$ cat src/rtl/serial_adder.sv
// Bit-serial LSB-first adder: one bit pair per cycle through a two-stage half-sum
// full-add cell, with a start/busy/done handshake and parallel registered result.
module serial_adder #(
  parameter int unsigned WIDTH = 8
) (
  input  logic             clk,
  input  logic             rst_n,
  input  logic             start,
  input  logic [WIDTH-1:0] A,
  input  logic [WIDTH-1:0] B,
  input  logic             Cin,
  output logic             busy,
  output logic             done,
  output logic [WIDTH-1:0] qS,
  output logic             qCout
);

  localparam int unsigned CW = $clog2(WIDTH + 1);

  localparam logic [1:0] IDLE = 2'd0;
  localparam logic [1:0] RUN  = 2'd1;
  localparam logic [1:0] DONE = 2'd2;

  localparam logic [CW-1:0] LAST = CW'(WIDTH - 1);

  logic [1:0]       state;
  logic [WIDTH-1:0] a_sh;
  logic [WIDTH-1:0] b_sh;
  logic [WIDTH-1:0] sum_sh;
  logic [WIDTH-1:0] sum_next;
  logic             carry;
  logic [CW-1:0]    count;

  logic h1_s;
  logic h1_c;
  logic s;
  logic c_next;

  // Two cascaded half-sum stages form the full-add cell.
  always_comb begin
    h1_s   = a_sh[0] ^ b_sh[0];
    h1_c   = a_sh[0] & b_sh[0];
    s      = h1_s ^ carry;
    c_next = h1_c | (h1_s & carry);
    // The widened shift also covers WIDTH=1, where the new bit is the whole word.
    sum_next = WIDTH'({s, sum_sh} >> 1);
  end

  always_comb begin
    busy = (state == RUN);
    done = (state == DONE);
  end

  always_ff @(posedge clk or negedge rst_n) begin
    if (!rst_n) begin
      state  <= IDLE;
      a_sh   <= '0;
      b_sh   <= '0;
      sum_sh <= '0;
      carry  <= 1'b0;
      count  <= '0;
      qS     <= '0;
      qCout  <= 1'b0;
    end else begin
      case (state)
        IDLE: begin
          if (start) begin
            a_sh   <= A;
            b_sh   <= B;
            carry  <= Cin;
            count  <= '0;
            sum_sh <= '0;
            state  <= RUN;
          end
        end
        RUN: begin
          a_sh   <= a_sh >> 1;
          b_sh   <= b_sh >> 1;
          sum_sh <= sum_next;
          carry  <= c_next;
          count  <= count + CW'(1);
          if (count == LAST) begin
            qS    <= sum_next;
            qCout <= c_next;
            state <= DONE;
          end
        end
        DONE:    state <= IDLE;
        default: state <= IDLE;
      endcase
    end
  end

endmodule

$ cat config.mk
export PLATFORM = sky130hd
export DESIGN_NAME = serial_adder
export DESIGN_NICKNAME = d
export VERILOG_FILES = /design/src/rtl/serial_adder.sv
export SDC_FILE = /design/constraint.sdc
export NUM_CORES = 1
export LEC_CHECK = 0
export CAP_MARGIN = 0
export CELL_PAD_IN_SITES_DETAIL_PLACEMENT = 1
export CELL_PAD_IN_SITES_GLOBAL_PLACEMENT = 1
export CORE_ASPECT_RATIO = 0.7
export CORE_MARGIN = 5
export CORE_UTILIZATION = 40
export CTS_BUF_LIST = sky130_fd_sc_hd__clkbuf_2 sky130_fd_sc_hd__clkbuf_4 sky130_fd_sc_hd__clkbuf_8
export DETAILED_ROUTE_END_ITERATION = 12
export PLACE_DENSITY = 0.8
export SYNTH_ARGS = -nofsm -noshare
export SYNTH_HDL_FRONTEND = slang
export SYNTH_SLANG_ARGS = --single-unit
$ cat constraint.sdc
create_clock -name clk -period 1.6 [get_ports clk]
set_input_delay 0.32 -clock clk [delete_from_list [all_inputs] [get_ports clk]]
set_output_delay 0.32 -clock clk [all_outputs]
set_load 0.01 [all_outputs]
==> results.json <==
{
  "route.detailed.drc": 0,
  "avgSynthCellArea_um2": 11.24,
  "cts_hold_buf": 0,
  "syn_inst": 154,
  "crit_type": "flop to output port",
  "die_width_um": 88.64,
  "syn_area_mm2": 0.001732,
  "portBuffers": 30,
  "vias": 1348,
  "critPathBufInv": 1,
  "path_cells": "clkdlybuf4s50_1",
  "crit_slowest_cell": "clkdlybuf4s50_1",
  "path_delay_family": "buffers and inverters",
  "tightestPinTransition_ns": 0.4890,
  "finalHoldViolCount": 0,
  "postRouteAntennaNets": 0,
  "antenna_cells": 0,
  "fillers": 478,
  "cap_violations": 0,
  "rsz0062_at_grt": "no",
  "cts.sink_count": 39,
  "h-tree-depth": 2,
  "ios": 31,
  "numCtsBuffers": 5,
  "leakagePower_nw": 0.9791,
  "path_max_fanout": 2,
  "nets": 216,
  "slew_headroom": 0.6740,
  "finalSetupViolCount": 0,
  "crit_required_ns": 1.28,
  "place.gp.congestion": 0.8344,
  "yosysWarningCount": 0,
  "startpoint_type": "flop",
  "clock-root-buffer": "clkbuf_8",
  "grt_first_pass_wirelength_um": 7341,
  "start_util": 0.4071,
  "cp.arrival_ns": 1.20,
  "finClkSkew_ns": 0.01423,
  "fin_ws_ns": 0.08164,
  "synthToLayoutAreaGrowth_pct": 29.48,
  "clkTransAtPathRegs_ns": 0.09,
  "synth_cell_type_count": 21,
  "cts_tree": "done",
  "cts_buffer_depth": 2,
  "routed_wl_um": 4331,
  "endpoint_kind": "output port",
  "fin_setup_tns_ns": 0,
  "fin_crit_ns": 1.518,
  "pre_cts_slack_ns": -0.08241,
  "grt_max_degree": 40,
  "fin_crit_sh": 0.9490,
  "avgViaCountPerCell": 5.392,
  "fp-row-count": 20,
  "die_y_um": 65.05,
  "wl_per_cell_um": 17.32,
  "drive_gt1_frac": 0.1795,
  "fp.dieArea_mm2": 0.005766,
  "grt_usage": 0.1659,
  "dp_hpwl_um": 3056,
  "power.density_mw_per_mm2": 1792,
  "vdd_ir_drop_max_mv": 0.7341,
  "post-route-util": 0.5271,
  "postCtsSetupRepairBufs": 0,
  "clock.fmax_ghz": 0.6586,
  "status": "finished, final reports clean",
  "first_pass_iters": 4,
  "grt_pass1_vias": 1480,
  "overflow": 0,
  "clk_latency_ns": 0.30,
  "max_stage_delay_ns": 0.55,
  "maxSlewViolCount": 0,
  "yosysSeqAreaShare": 0.5636,
  "drt_iter0_markers": 52,
  "antenna_found_initial": 0,
  "synth_nets": 176,
  "ys_ff_latch": 39,
  "core_area_mm2": 0.004254,
  "hold_class": "primary input to asynchronous set/reset pin"
}
==> metal layers <==
| layer | global-route usage | share of wire | vias to the layer above |
|---|---|---|---|
| li1 | - | - | 632 |
| met1 | 0.2127 | 0.46 | 698 |
| met2 | 0.2824 | 0.50 | 14 |
| met3 | 0.03812 | 0.028 | 4 |
| met4 | 0.03962 | 0.0095 | 0 |
| met5 | 0 | 0 | - |
==> cells in the final DEF (no fill, tap or decap), types with 2 or more instances in the layout <==
cell type        Yosys  layout
nor2b_1             16      16
clkdlybuf4s50_1      0      27
a22o_1               9       9
nand3_1              3       3
nand2_1              8       8
dfrtp_1             39      38
and3b_1              3       3
o21ai_0             18      18
buf_4                1      11
nor2_1               2       2
a22oi_1             12      12
mux2_2              10      10
a21oi_1             18      18
clkbuf_8             0       5
==> path summary, 6_finish.rpt <==
path / startpoint / endpoint / slack (ns) / cells after the start
max reg2reg: count[0] / qS[0] / 0.12 / 5
min in group clk: sum_sh[1] / sum_sh[1] / 0.49 / 1
max in group asynchronous: rst_n / state[0] / 1.15 / 2
min: rst_n / b_sh[5] / 0.07 / 2
max: qCout / qCout / 0.08 / 1
min reg2reg: sum_sh[1] / sum_sh[1] / 0.49 / 1
==> sequential cells by signal (all words and copies together) (netlist names) <==
register / count
state: 2
b_sh: 8
count: 4
qS: 8
sum_sh: 7
carry: 1
qCout: 1
a_sh: 8
==> Yosys cell counts <==
cell type | number | area [um2]
fa_1 | 1 | 20.02
nand2_1 | 8 | 30.03
nand2b_2 | 1 | 8.760
or3_1 | 1 | 6.260
o21bai_1 | 1 | 7.510
o21ai_0 | 18 | 90.09
a22oi_1 | 12 | 90.09
nor3_4 | 1 | 16.27
ha_1 | 1 | 12.51
and3b_1 | 3 | 26.28
nor2_1 | 2 | 7.510
nand3_1 | 3 | 15.01
buf_2 | 2 | 10.01
nor2b_1 | 16 | 100.1
a22o_1 | 9 | 78.83
buf_4 | 1 | 7.510
clkbuf_1 | 6 | 22.52
dfrtp_1 | 39 | 975.9
a21oi_1 | 18 | 90.09
mux2_2 | 10 | 112.6
inv_1 | 1 | 3.750
==> where the power goes <==
group	internal, W	switching [W]
clock network	0.000322	0.000350
logic	0.000846	0.000775
registers	0.00139	0.000330
total	0.00256	0.00146
==> cells by family (layout without fill, tap and decap cells) <==
family | after synthesis | count (layout) | share of synthesized area
AOI/OAI and AO/OA | 58 | 58 | 0.2059
DFF | 39 | 39 | 0.5636
and+or+nand+nor | 35 | 35 | 0.1214
muxes | 10 | 10 | 0.06503
buffers and inverters | 10 | 51 | 0.02529
adders and majority gates | 2 | 2 | 0.01879
==> metrics by stage <==
stage / instance area, um2 / hold WS, ns / power (W) / std cells
finish: 2242 / 0.06697 / 0.004017 / 250
global route: 2242 / 0.1086 / 0.004310 / 250
CTS: 2247 / 0.09045 / 0.004066 / 250
detailed placement: 2158 / 0.4103 / 0.003390 / 242
global placement: 2158 / 0.3984 / 0.003263 / 242
floorplan: 1732 / 0.02441 / 0.002642 / 154
==> repair_timing <==
item | in CTS | in global routing
endpoints found under the setup margin | 2 | 1
cloned | 0 | 0
gates resized for setup | 4 | 1
==> cell type report <==
cell class / instances / area (um2) / area share
clock inverter: 2 / 12.51 / 0.005580
multi-input combinational: 105 / 711.9 / 0.3175
inverter: 1 / 3.754 / 0.001674
timing repair buffer: 42 / 391.6 / 0.1747
sequential: 39 / 977.2 / 0.4358
clock buffer: 6 / 76.32 / 0.03404
tap: 55 / 68.82 / 0.03069
No activity file was read; power rests on OpenSTA's default activity.
